==> src/rtl/fifo_wr_controller.sv <==
`default_nettype none
// ============================================================================
// Module   : fifo_wr_controller
// Purpose  : SPI-controlled capture FSM that forwards acquisition samples into
//            a FIFO, stops after a programmed length, and tracks overflow.
//            Optional macro FIFO_WR_DROP_CNT_EN enables the saturating
//            dropped-sample counter; without it drop_count is tied to 0.
// Revision : 1.0 - initial release
// ============================================================================
module fifo_wr_controller #(
  parameter int DATA_W = 16,
  parameter int LEN_W  = 8
) (
  input  logic              clk,
  input  logic              rst_n,
  input  logic [31:0]       din,
  input  logic              wclk,
  input  logic              trig,
  input  logic              sample_valid,
  input  logic [DATA_W-1:0] sample_data,
  input  logic              fifo_full,
  output logic              fifo_we,
  output logic [DATA_W-1:0] fifo_din,
  output logic              overflow_alarm,
  output logic [7:0]        drop_count,
  output logic [1:0]        state,
  output logic              done
);

  localparam logic [1:0] IDLE    = 2'd0;
  localparam logic [1:0] ARMED   = 2'd1;
  localparam logic [1:0] CAPTURE = 2'd2;
  localparam logic [1:0] STOPPED = 2'd3;

  logic [1:0]        state_q, state_d;
  logic [LEN_W-1:0]  len_q, len_d;
  logic [LEN_W-1:0]  cnt_q, cnt_d;
  logic [LEN_W-1:0]  cnt_inc;
  logic              fifo_we_q, fifo_we_d;
  logic [DATA_W-1:0] fifo_din_q, fifo_din_d;
  logic              alarm_q, alarm_d;
  logic              wclk_q;
  logic              trig_s1_q, trig_s2_q;

  logic              cmd_fire;
  logic              cmd_arm;
  logic              cmd_stop;
  logic              cmd_clear;
  logic              capturing;
  logic              sample_drop;

  // Control bits that carry no meaning are folded away here.
  logic              unused_din;
  assign unused_din = ^{din[31:17], din[7:2]};

  // A command is decoded only on the first cycle of a wclk high pulse.
  assign cmd_fire  = wclk & ~wclk_q;
  assign cmd_arm   = cmd_fire & din[0];
  assign cmd_stop  = cmd_fire & din[1];
  assign cmd_clear = cmd_fire & din[16];

  // A clear aborts the capture in the same cycle, so its sample is not taken.
  assign capturing   = (state_q == CAPTURE) && !cmd_clear;
  assign sample_drop = capturing && sample_valid && fifo_full;
  assign cnt_inc     = cnt_q + 1'b1;

  // Next-state, sample forwarding and alarm logic.
  always_comb begin
    state_d    = state_q;
    len_d      = len_q;
    cnt_d      = cnt_q;
    fifo_we_d  = 1'b0;
    fifo_din_d = fifo_din_q;
    alarm_d    = alarm_q;

    if (capturing && sample_valid) begin
      if (!fifo_full) begin
        fifo_we_d  = 1'b1;
        fifo_din_d = sample_data;
        cnt_d      = cnt_inc;
        // The sample reaching the programmed length is the last one written.
        if ((len_q != '0) && (cnt_inc == len_q)) begin
          state_d = STOPPED;
        end
      end else begin
        alarm_d = 1'b1;
      end
    end

    if (cmd_clear) begin
      state_d = IDLE;
      alarm_d = 1'b0;
    end else begin
      case (state_q)
        IDLE: begin
          if (cmd_arm) begin
            state_d = ARMED;
            len_d   = din[8 +: LEN_W];
            cnt_d   = '0;
          end
        end
        ARMED: begin
          if (cmd_stop) begin
            state_d = IDLE;
          end else if (trig_s2_q) begin
            state_d = CAPTURE;
          end
        end
        CAPTURE: begin
          // A sample arriving with stop is still written above.
          if (cmd_stop) begin
            state_d = STOPPED;
          end
        end
        STOPPED: begin
          if (cmd_arm) begin
            state_d = ARMED;
            len_d   = din[8 +: LEN_W];
            cnt_d   = '0;
          end
        end
        default: state_d = IDLE;
      endcase
    end
  end

  // State, datapath, synchroniser and wclk edge registers.
  always_ff @(posedge clk or negedge rst_n) begin
    if (!rst_n) begin
      state_q    <= IDLE;
      len_q      <= '0;
      cnt_q      <= '0;
      fifo_we_q  <= 1'b0;
      fifo_din_q <= '0;
      alarm_q    <= 1'b0;
      wclk_q     <= 1'b0;
      trig_s1_q  <= 1'b0;
      trig_s2_q  <= 1'b0;
    end else begin
      state_q    <= state_d;
      len_q      <= len_d;
      cnt_q      <= cnt_d;
      fifo_we_q  <= fifo_we_d;
      fifo_din_q <= fifo_din_d;
      alarm_q    <= alarm_d;
      wclk_q     <= wclk;
      trig_s1_q  <= trig;
      trig_s2_q  <= trig_s1_q;
    end
  end

`ifdef FIFO_WR_DROP_CNT_EN
  logic [7:0] drop_q, drop_d;

  // Saturating count of samples lost to a full FIFO.
  always_comb begin
    drop_d = drop_q;
    if (cmd_clear) begin
      drop_d = '0;
    end else if (sample_drop && (drop_q != 8'hFF)) begin
      drop_d = drop_q + 8'd1;
    end
  end

  // Drop counter register.
  always_ff @(posedge clk or negedge rst_n) begin
    if (!rst_n) begin
      drop_q <= '0;
    end else begin
      drop_q <= drop_d;
    end
  end

  assign drop_count = drop_q;
`else
  logic unused_drop;
  assign unused_drop = sample_drop;
  assign drop_count  = 8'd0;
`endif

  assign fifo_we        = fifo_we_q;
  assign fifo_din       = fifo_din_q;
  assign overflow_alarm = alarm_q;
  assign state          = state_q;
  assign done           = (state_q == STOPPED);

endmodule
`default_nettype wire

==> config.mk <==
export PLATFORM = sky130hd
export DESIGN_NAME = fifo_wr_controller
export DESIGN_NICKNAME = d
export VERILOG_FILES = /design/src/rtl/fifo_wr_controller.sv
export SDC_FILE = /design/constraint.sdc
export NUM_CORES = 1
export LEC_CHECK = 0
export CORE_UTILIZATION = 46
export DETAILED_ROUTE_END_ITERATION = 10
export GPL_TIMING_DRIVEN = 0
export PLACE_DENSITY = 0.91
export SYNTH_ARGS = -nofsm -noshare
export SYNTH_HDL_FRONTEND = slang
export SYNTH_SLANG_ARGS = --single-unit
export TNS_END_PERCENT = 10
==> constraint.sdc <==
create_clock -name clk -period 3.19 [get_ports clk]
set_input_delay 0.319 -clock clk [delete_from_list [all_inputs] [get_ports clk]]
set_output_delay 0.319 -clock clk [all_outputs]
set_load 0.01 [all_outputs]
Word-level counts from Yosys, hierarchy flattened
Cells that the tools add are included.
- output and inout bits: 29
- memory bits (writable): 0
- input bits: 54
- word-level logic and storage cells: 52
- bits in registers: 39
- memories: 0
- latch bits: 0
- memory bits (read-only): 0
- equal/unequal tests: 4
- multiplexer cells: 19
- reductions and logical operators: 12
- divide/modulo/power cells: 0
- shifts and indexed selects: 0
- $add $sub $neg: 1
- bitwise operators: 7
- multipliers: 0
- $lt $le $gt $ge: 0
- operators with widths (operator ; number):
    $mux 8 ; 5
    $mux 2 ; 8
    $add 8x1->8 const B ; 1
    $eq 8x8->1 ; 1
    $reduce_bool 8->1 ; 1
    $pmux 2 s3 ; 1
    $mux 1 ; 5
    $and 1x1->1 ; 4
    $eq 2x2->1 const B ; 2
    $reduce_and 2->1 ; 2
    $reduce_bool 2->1 ; 2
    $logic_and 1x1->1 ; 3
    $not 1->1 ; 3
    $reduce_and 3->1 ; 1
    $eq 2x1->1 const B ; 1
    $logic_not 2->1 ; 1
    $reduce_or 2->1 ; 1
    $logic_not 1->1 ; 1

Depth between registers and ports, before layout
Gate-level depths: netlist of run 1.
- depth in word-level cells: 11
- mapped depth: 8
- gate-level depth less buffers: 8

Worst setup path before layout of run 1
No wires, ideal clock.
- path kind: reg2reg
- start: reg state_q[0] (netlist: state[0])
- end: reg len_q[0]
- data required time: 3.062 ns
- path slack: 1.298 ns
- clock period less this slack: 1.892 ns
- data arrival time: 1.764 ns
- buffers on the path: 1
- setup time: 0.128 ns
- cell stages (with the launch flop): 6
- path through: dfrtp_1 -> inv_1 -> ha_1 -> nor3b_2 -> buf_2 -> mux2_1
- cells in the longest elaborated chain, start to end: 3
- elaborated cells on any way between the ends: 4
- those cells by class: eq/ne (1); reduce/logical (3)
- RTL lines (what ; RTL line ; text):
    from (decl) ; 35 ; logic [1:0] state_q, state_d;
    from (signal assigned) ; 140 ; state_q <= state_d;
    $eq 2x2->1 or $logic_not 2->1 (tied branches) ; 94 ; case (state_q)
    $reduce_or 2->1 (no line) (*) ; - ;
    $reduce_and 3->1 (no line) (*) ; - ;
    to (signal assigned) ; 141 ; len_q <= len_d;
    to (decl) ; 36 ; logic [LEN_W-1:0] len_q, len_d;
Every way passes the cells marked *; elsewhere a longest branch is shown, timed or not.
A chain may end at the register's enable or synchronous reset.

Worst setup path after layout of run 1
- start: reg state_q[0] (netlist: state[0])
- end: reg len_q[6]
The elaborated chain is that of the path after synthesis.

==> results by group, run 1 <==
Route
  • DRC: 0
  • Drt wl/cell: ~13 um
  • Post-route antenna net violation count: 0
  • Vias/cell: 5.07
  • Via count: 1,454
  • Final wirelength: 3.84 mm
  • DR iter-0 viols: 83
  • Pre-antenna DRT Iters: 4

Global routing
  • Global-route usage over all layers: 0.183
  • Initial antenna violation count: 0
  • Grt total ovfl: 0
  • Vias in the first global route: roughly 1,400
  • Pin count of the biggest net entering global routing: 40
  • First-pass GRT wire length: slightly above 6 mm

Yosys
  • Yosys warns: 0
  • Synthesized area: 2020 sq um
  • Register area share after synthesis: 0.482
  • #FFs+latches synth: 39
  • Count leader, synth: dfrtp_1
  • Async SR Flop Fraction: 1.00
  • Cell types occupying the most area after synthesis: dfrtp_1 (48%), mux2_2 (9.5%), xor2_1 (4.3%)
  • Mean Syn Cell Area: 12.0 sq um
  • Yosys cell types: 48
  • Top cells by count, synth: dfrtp_1 (39), mux2_2 (17), nand2_1 (11), nor2_1 (11), xor2_1 (10)
  • Main flop type after synthesis: dfrtp_1
  • Post-synth top area share: 0.482
  • Post-synthesis cell count: 169
  • Cell taking the most area after synthesis: dfrtp_1
  • EDFF count, synth: 0

Critical path
  • Buf+Inv Stages, Crit Path: 2
  • CP max stage cell: nor3b_2
  • Max incr delay on CP: between 0.5 and 0.6 ns
  • CP Data Arrival Time: roughly 2.4 ns
  • Crit path capture type: register
  • Crit Path Max Fanout: 10
  • CP delay by family, top: simple AND/OR/NAND/NOR gates
  • CP startpoint kind: register
  • Required time of the critical path: 3.37 ns
  • Critical path type: register to register
  • Crit-path cells: inv_1 -> ha_1 -> nor3b_2 -> buf_2 -> mux2_1

Cells and area
  • Multi-input gate area: between 900 and 1000 sq um
  • # fillers: 324
  • Layout cells sized above 1: 0.203
  • Fin nets: 294
  • Layout Area Growth over Synthesis: 35.2%
  • Antenna cells: 0
  • Register Area: 976 sq um

Clock tree
  • Root buffer cell: clkbuf_8
  • Register clock-pin slew on the reported worst setup and hold paths: around 0.080 ns
  • CTS tree: built
  • CTS resizes: 0
  • Total CTS buffers: 5
  • CTS max path bufs: 2
  • Post-CTS setup repair buffer count: 0
  • H-tree levels: 2
  • Clock Sinks: 39
  • Hold buffers post-CTS: 0
  • Clock Latency Late Sink: 0.30 ns

Worst hold path
  • Hold crit path type: primary input to asynchronous set/reset pin

Die
  • Die W: slightly below 70 um
  • Row count: 23
  • Die area: between 4000 and 5000 sq um
  • Ports: 83
  • Die height: 68.3 um
  • Initial core utilization: 0.492
  • Core area: 4120 sq um

STA
  • Tcrit/Tclk final: 0.689
  • RSZ-0062 raised after global routing: false
  • Max_slew headroom: 0.435
  • Setup TNS: 0 ns
  • Final setup violation count: 0
  • Worst slew pin tran: around 0.85 ns
  • Maximum achievable frequency: approximately 450 MHz
  • Final-report hold violation count: 0
  • Skew final: between 0.01 and 0.015 ns
  • Slew Limit Fails: 0
  • Final Critical Period: 2.20 ns
  • WHS: about 0.13 ns

Outcome
  • Status: complete, no violations

Pwr
  • VDD IR max: 0.000493 V
  • Leak Pwr: 1.19 nW
  • Pwr Total: around 2.0 mW
  • Pwr dens: 740 nW/um^2

Placement
  • Buffers on Ports: 53
  • Final Wtd Congestion: 0.826
  • HPWL after DPL: 2.86 mm

Job
  • Max-Cap Viols: 0
-- cells by family (layout without fill, tap and decap cells) --
group                      count (synthesis)  after routing  synth area share
AOI/OAI and AO/OA                         20             20            0.0742
xor gates and xnor gates                  16             16            0.0785
adders and majority gates                  4              4            0.0247
buffers and inverters                     19             80            0.0612
DFF                                       39             39             0.482
muxes                                     25             25             0.138
other                                      1              8           0.00185
and+or+nand+nor                           45             45             0.139
-- metrics by stage --
step	setup slack (ns)	instance area [sq um]	util	instances
final	0.992	2740	0.665	287
after global routing	0.863	2740	0.665	287
after CTS	0.993	2740	0.665	287
after detailed placement	0.851	2640	0.641	279
after global placement	0.899	2640	0.642	279
after floorplan	1.30	2050	-	176
-- cell usage in the layout (no fill, tap or decap), types with 5 or more instances in the layout --
cell type        count
mux2_1               7
xor2_1              10
mux2_2              17
buf_4                8
xnor2_1              5
clkdlybuf4s50_1     52
dfrtp_1             39
nand2_1             11
nor2_1              11
clkbuf_8             7
conb_1               8
-- worst paths after layout --
kind	start	to	slack [ns]	depth (start not counted)
worst max-delay path	state[0]$_DFF_PN0_	len_q[6]$_DFFE_PN0P_	0.99	5
worst min-delay path	rst_n	fifo_din[13]$_DFFE_PN0P_	0.13	1
worst max register to register	state[0]$_DFF_PN0_	len_q[6]$_DFFE_PN0P_	0.99	5
worst min register to register	trig_s1_q$_DFF_PN0_	trig_s2_q$_DFF_PN0_	0.36	0
max in group asynchronous	rst_n	cnt_q[7]$_DFF_PN0_	2.52	1
min in group clk	trig_s1_q$_DFF_PN0_	trig_s2_q$_DFF_PN0_	0.36	0
-- per-layer routing --
layer  part of all wire  up-vias  track usage  wire length [um]
li1                   -      707            -                 -
met5                  0        -            0                 0
met2               0.48       45        0.287              1830
met1               0.44      695        0.234              1710
met3              0.064        7       0.0567               244
met4              0.015        0       0.0703                57
-- power breakdown --
group | internal [mW] | total [mW] | switching [mW]
combinational | 0.502 | 0.838 | 0.336
clock | 0.176 | 0.359 | 0.182
sequential | 0.677 | 0.830 | 0.153
total | 1.36 | 2.03 | 0.671
-- sequential cells by signal, summed over array words and instances, names as in the netlist --
name,count
state,2
trig_s2_q,1
overflow_alarm,1
cnt_q,8
trig_s1_q,1
wclk_q,1
fifo_din,16
len_q,8
fifo_we,1
-- area by class of cell --
cell class	count	share of cell area
clock buffers	6	0.0302
flip-flops and latches	39	0.356
well taps	50	0.0229
inverters	4	0.00548
repair buffers	53	0.192
multi-input cells	118	0.347
clock inverters	2	0.00594
plain buffers	15	0.0398
No activity file was read; power rests on OpenSTA's default activity.
==> inputs of run 2 (changes only) <==
- CORE_UTILIZATION: 46 -> 39
- PLACE_DENSITY: 0.91 -> 0.83
- clock period: 3.19 -> 1.8 ns (I/O delays scaled with it)
==> results by group, run 2 (synthesized netlist as in run 1, its figures left out) <==
Clock tree
  • CTS max path bufs: 2 (unchanged)
  • CTS tree: built (unchanged)
  • Clock Sinks: 39 (unchanged)
  • Clock Latency Late Sink: 0.30 ns (about the same)
  • Total CTS buffers: 5 (unchanged)
  • Register clock-pin slew on the reported worst setup and hold paths: 0.08 ns (about the same)
  • Root buffer cell: clkbuf_8 (unchanged)
  • H-tree levels: 2 (unchanged)

Cells and area
  • Antenna cells: 0 (unchanged)
  • Final instance area: 2850 sq um (was 2740 sq um)
  • Most frequent cells in the layout: clkdlybuf4s50_1 (52), dfrtp_1 (39), mux2_2 (17) (unchanged)
  • Max FFs per register: 16 (unchanged)
  • Most common cell after layout, fill and taps aside: clkdlybuf4s50_1 (unchanged)
  • Layout Area Growth over Synthesis: 41.0% (was 35.2%)
  • Fin nets: 299 (was 294)
  • Layout cells sized above 1: 0.244 (was 0.203)

Critical path
  • Worst setup path endpoint: state[0]$_DFF_PN0_ (was len_q[6]$_DFFE_PN0P_)
  • CP startpoint kind: register (unchanged)
  • Register-to-register setup slack: -0.1 ns (was 0.99 ns)
  • Critical path's most frequent cell: and3_4
  • Crit Path Max Fanout: 5 (was 10)
  • Worst Reg-to-Reg Cells: 7 (was 5)
  • CP Data Arrival Time: 2.11 ns (was 2.38 ns)
  • Worst r2r src: cnt_q[0]$_DFF_PN0_ (was state[0]$_DFF_PN0_)
  • Crit path capture type: register (unchanged)
  • Max incr delay on CP: 0.43 ns (was 0.53 ns)
  • Crit. Startpoint: cnt_q[0]$_DFF_PN0_ (was state[0]$_DFF_PN0_)
  • CP max stage cell: dfrtp_1 (was nor3b_2)
  • Crit-path cells: buf_6 -> and3_4 -> and3_4 -> or3_4 -> o311ai_2 -> nand2_1 -> a211oi_2 (was inv_1 -> ha_1 -> nor3b_2 -> buf_2 -> mux2_1)
  • Required time of the critical path: 2.01 ns (was 3.37 ns)
  • Critical path type: register to register (unchanged)
  • RR Endpoint: state[0]$_DFF_PN0_ (was len_q[6]$_DFFE_PN0P_)

Global routing
  • First-pass GRT wire length: 7.19 mm (was 6.17 mm)
  • Initial antenna violation count: 0 (unchanged)
  • Vias in the first global route: 1,555 (was 1,378)
  • Global-route usage over all layers: 0.177 (was 0.183)
  • Grt total ovfl: 0 (unchanged)
  • Pin count of the biggest net entering global routing: 40 (unchanged)

Pwr
  • Leak Pwr: 1.23 nW (was 1.19 nW)
  • VDD IR max: 0.000940 V (was 0.000493 V)
  • Pwr dens: 1320 nW/um^2 (was 740 nW/um^2)

Die
  • Initial core utilization: 0.418 (was 0.492)
  • Core area: 4850 sq um (was 4120 sq um)
  • Die height: 74.0 um (was 68.3 um)
  • Die W: 74.0 um (was 68.3 um)
  • Row count: 25 (was 23)
  • Die area: 5480 sq um (was 4670 sq um)
  • Ports: 83 (unchanged)

Placement
  • Buffers on Ports: 53 (unchanged)
  • HPWL after DPL: 3.17 mm (was 2.86 mm)
  • Post-placement setup slack: -0.304 ns (was 0.851 ns)
  • Final Wtd Congestion: 0.808 (was 0.826)
  • Placed inst area: 2670 sq um (was 2640 sq um)

STA
  • Final Critical Period: 1.90 ns (was 2.20 ns)
  • Slew Limit Fails: 0 (unchanged)
  • Final-report hold violation count: 36 (was 0)
  • Max_slew headroom: 0.427 (was 0.435)
  • Worst slew pin tran: 0.860 ns (was 0.848 ns)
  • Setup TNS: -0.144 ns (was 0 ns)
  • Skew final: 0.00455 ns (was 0.0112 ns)
  • WHS: -0.0130 ns (was 0.126 ns)
  • RSZ-0062 raised after global routing: true (was false)
  • Tcrit/Tclk final: 1.05 (was 0.689)
  • Final setup violation count: 4 (was 0)
  • Setup ws final: -0.0985 ns (was 0.992 ns)
  • Maximum achievable frequency: 527 MHz (was 455 MHz)

Route
  • Final wirelength: 4.40 mm (was 3.84 mm)
  • DRC: 0 (unchanged)
  • Post-route antenna net violation count: 0 (unchanged)
  • DR iter-0 viols: 61 (was 83)
  • Pre-antenna DRT Iters: 4 (unchanged)
  • Drt wl/cell: 14.2 um (was 13.4 um)
  • Via count: 1,532 (was 1,454)
  • Vias/cell: 4.96 (was 5.07)

Outcome
  • Violated checks: hold timing, setup timing
  • Status: complete, but fails checks (was complete, no violations)

Worst hold path
  • Hold crit path type: primary input to asynchronous set/reset pin (unchanged)

Job
  • Max-Cap Viols: 0 (unchanged)
-- run 2: cell count changes in the layout (fill, tap and decap cells not counted), moves of 2 or more --
| cell | before | now |
|---|---|---|
| buf_4 | 8 | 13 |
| buf_6 | 1 | 3 |
| ha_1 | 4 | 2 |
| ha_4 | 0 | 2 |
-- run 2: cell type report --
| type | count | area [sq um] |
|---|---|---|
| fill | 408 | 1990 |
| clock buffer | 6 | 82.6 |
| tap | 67 | 83.8 |
| sequential | 39 | 976 |
| multi-input combinational | 118 | 995 |
| clock inverter | 2 | 16.3 |
| timing repair buffer | 59 | 574 |
| inverter | 4 | 15.0 |
| buffer | 14 | 111 |
-- run 2: metrics by stage --
stage,cells,hold slack (ns),total power [mW],utilization
final,309,-0.0130,3.78,0.589
after global routing,309,0.0591,4.02,0.589
after CTS,310,0.0180,3.81,0.589
after detailed placement,296,0.347,3.01,0.550
after global placement,296,0.333,2.92,0.551
after floorplan,176,-0.116,2.32,-
-- run 2: worst min path at each step --
stage                                    from                       end  slack (ns)  cells after the start
after global routing                    rst_n  fifo_din[12]$_DFFE_PN0P_        0.06                      1
after CTS                               rst_n  fifo_din[15]$_DFFE_PN0P_        0.02                      1
after global placement    trig_s1_q$_DFF_PN0_       trig_s2_q$_DFF_PN0_        0.33                      0
after detailed placement                rst_n  fifo_din[12]$_DFFE_PN0P_        0.35                      1
after floorplan                         rst_n        cnt_q[0]$_DFF_PN0_       -0.12                      0
final                                   rst_n  fifo_din[15]$_DFFE_PN0P_       -0.01                      1
-- run 2: repair_timing --
item                                    CTS  global route
hold buffers                              0             0
endpoints found under the setup margin   24            23
pin swaps                                 5             1
gates resized for setup                   8             0
setup buffers                             6             0
-- run 2: worst max-delay path, delay by kind of cell (launching register included) --
kind,cells,cell delay [ns]
AO/OA/AOI/OAI,2,0.33
buffers and inverters,1,0.14
flip-flops,1,0.43
AND/OR/NAND/NOR,4,0.92
-- run 2: metal layers --
layer	wire, um	up-vias	global-route usage
li1	-	722	-
met1	1720	734	0.207
met2	2230	71	0.286
met3	407	5	0.0840
met4	42	0	0.0598
met5	0	-	0
-- run 2: power breakdown --
group	total, mW	internal (mW)	switching (mW)
Clock	0.644	0.313	0.332
Sequential	1.47	1.20	0.270
Combinational	1.67	1.00	0.664
==> inputs of run 3 (changes only) <==
- SLEW_MARGIN: unset -> 20
==> results by group, run 3 (synthesized netlist as in run 1, its figures left out) <==
STA
  • Maximum achievable frequency: 534 MHz (was 527 MHz)
  • Setup TNS: -0.131 ns (was -0.144 ns)
  • Tcrit/Tclk final: 1.04 (was 1.05)
  • Slew Limit Fails: 0 (unchanged)
  • Skew final: 0.00195 ns (was 0.00455 ns)
  • Final Critical Period: 1.87 ns (was 1.90 ns)
  • Final setup violation count: 2 (was 4)
  • Final-report hold violation count: 0 (was 36)
  • RSZ-0062 raised after global routing: true (unchanged)
  • Setup ws final: -0.0740 ns (was -0.0985 ns)
  • WHS: 0.275 ns (was -0.0130 ns)

Outcome
  • Violated checks: setup timing (was hold timing, setup timing)
  • Status: complete, but fails checks (unchanged)

Placement
  • HPWL after DPL: 3.17 mm (about the same)
  • Final Wtd Congestion: 0.808 (unchanged)
  • Post-placement setup slack: -0.306 ns (was -0.304 ns)
  • Buffers on Ports: 53 (unchanged)
  • Placed inst area: 2690 sq um (was 2670 sq um)
  • Cells after DPL: 297 (was 296)

Die
  • Die area: 5480 sq um (unchanged)
  • Initial core utilization: 0.418 (unchanged)
  • Core area: 4850 sq um (unchanged)
  • Die W: 74.0 um (unchanged)
  • Die height: 74.0 um (unchanged)
  • Row count: 25 (unchanged)
  • Ports: 83 (unchanged)

Cells and area
  • Max FFs per register: 16 (unchanged)
  • # fillers: 380 (was 408)
  • Antenna cells: 0 (unchanged)
  • Layout cells sized above 1: 0.291 (was 0.244)
  • Final instance area: 2980 sq um (was 2850 sq um)
  • Fin nets: 302 (was 299)
  • Layout Cells excl Fill: 311 (was 309)
  • Fin util: 0.614 (was 0.589)
  • Layout Area Growth over Synthesis: 47.0% (was 41.0%)
  • Most frequent cells in the layout: clkdlybuf4s50_1 (52), dfrtp_1 (37), mux2_2 (17) (was clkdlybuf4s50_1 (52), dfrtp_1 (39), mux2_2 (17))
  • Most common cell after layout, fill and taps aside: clkdlybuf4s50_1 (unchanged)

Clock tree
  • Clock Sinks: 39 (unchanged)
  • Root buffer cell: clkbuf_8 (unchanged)
  • H-tree levels: 2 (unchanged)
  • Register clock-pin slew on the reported worst setup and hold paths: 0.08 ns (about the same)
  • CTS max path bufs: 2 (unchanged)
  • CTS tree: built (unchanged)
  • Total CTS buffers: 5 (unchanged)
  • Clock Latency Late Sink: 0.28 ns (was 0.30 ns)

Global routing
  • Vias in the first global route: 1,618 (was 1,555)
  • Global-route usage over all layers: 0.183 (was 0.177)
  • Initial antenna violation count: 0 (unchanged)
  • Grt total ovfl: 0 (unchanged)
  • First-pass GRT wire length: 7.49 mm (was 7.19 mm)
  • Pin count of the biggest net entering global routing: 33 (was 40)

Critical path
  • Crit Path Max Fanout: 4 (was 5)
  • Required time of the critical path: 2.00 ns (was 2.01 ns)
  • CP Data Arrival Time: 2.08 ns (was 2.11 ns)
  • Crit path capture type: register (unchanged)
  • Critical path type: register to register (unchanged)
  • CP startpoint kind: register (unchanged)

Pwr
  • Pwr dens: 1360 nW/um^2 (was 1320 nW/um^2)
  • VDD IR max: 0.000849 V (was 0.000940 V)
  • Pwr Total: 4.04 mW (was 3.78 mW)
  • Leak Pwr: 1.27 nW (was 1.23 nW)

Route
  • Drt wl/cell: 14.7 um (was 14.2 um)
  • Post-route antenna net violation count: 0 (unchanged)
  • Via count: 1,525 (was 1,532)
  • Final wirelength: 4.58 mm (was 4.40 mm)
  • DRC: 0 (unchanged)
  • Vias/cell: 4.90 (was 4.96)
  • DR iter-0 viols: 50 (was 61)
  • Pre-antenna DRT Iters: 4 (unchanged)

Job
  • Max-Cap Viols: 0 (unchanged)

Worst hold path
  • Hold crit path type: primary input to asynchronous set/reset pin (unchanged)
[run 3: report_power, final]
group | total (mW) | switching [mW] | internal [mW]
logic | 1.85 | 0.728 | 1.12
clock network | 0.705 | 0.300 | 0.405
registers | 1.49 | 0.290 | 1.20
total | 4.04 | 1.32 | 2.73
[run 3: worst max-delay path: stages, from the launching register on]
cell	delay, ns
dfrtp_1	0.43
ha_4	0.20
xor2_2	0.18
xnor2_1	0.18
o2111ai_2	0.18
nor4_4	0.27
nand2_1	0.14
a211oi_2	0.22
[run 3: path summary, 6_finish.rpt]
| path | from | slack, ns | cells after the start | to |
|---|---|---|---|---|
| worst min register to register | trig_s1_q$_DFF_PN0_ | 0.38 | 0 | trig_s2_q$_DFF_PN0_ |
| min in group clk | trig | 0.34 | 1 | trig_s1_q$_DFF_PN0_ |
| worst max register to register | cnt_q[0]$_DFF_PN0_ | -0.07 | 7 | state[0]$_DFF_PN0_ |
| worst min-delay path | rst_n | 0.28 | 2 | fifo_din[8]$_DFFE_PN0P_ |
| worst max-delay path | cnt_q[0]$_DFF_PN0_ | -0.07 | 7 | state[0]$_DFF_PN0_ |
| max in group asynchronous | rst_n | 1.09 | 3 | state[0]$_DFF_PN0_ |
[run 3: layout make-up]
class,count,area (sq um),area share
tap,67,83.8,0.0282
buffer,14,116,0.0391
sequential,39,978,0.329
multi-input combinational,118,1060,0.356
clock buffer,5,68.8,0.0231
timing repair buffer,62,616,0.207
inverter,4,15.0,0.00504
clock inverter,2,37.5,0.0126
[run 3: repair_timing]
item,CTS,global route
endpoints found under the hold margin,24,0
setup endpoints to repair,24,23
hold buffers,1,0
setup buffers,7,0
pin swaps,5,1
resized for setup,16,10
[run 3: layer usage]
| layer | vias up | share of wire | routed length (um) | global-route usage |
|---|---|---|---|---|
| li1 | 720 | - | - | - |
| met1 | 740 | 0.40 | 1820 | 0.214 |
| met2 | 58 | 0.52 | 2370 | 0.312 |
| met3 | 7 | 0.069 | 317 | 0.0542 |
| met4 | 0 | 0.016 | 72 | 0.0769 |
| met5 | - | 0 | 0 | 0 |
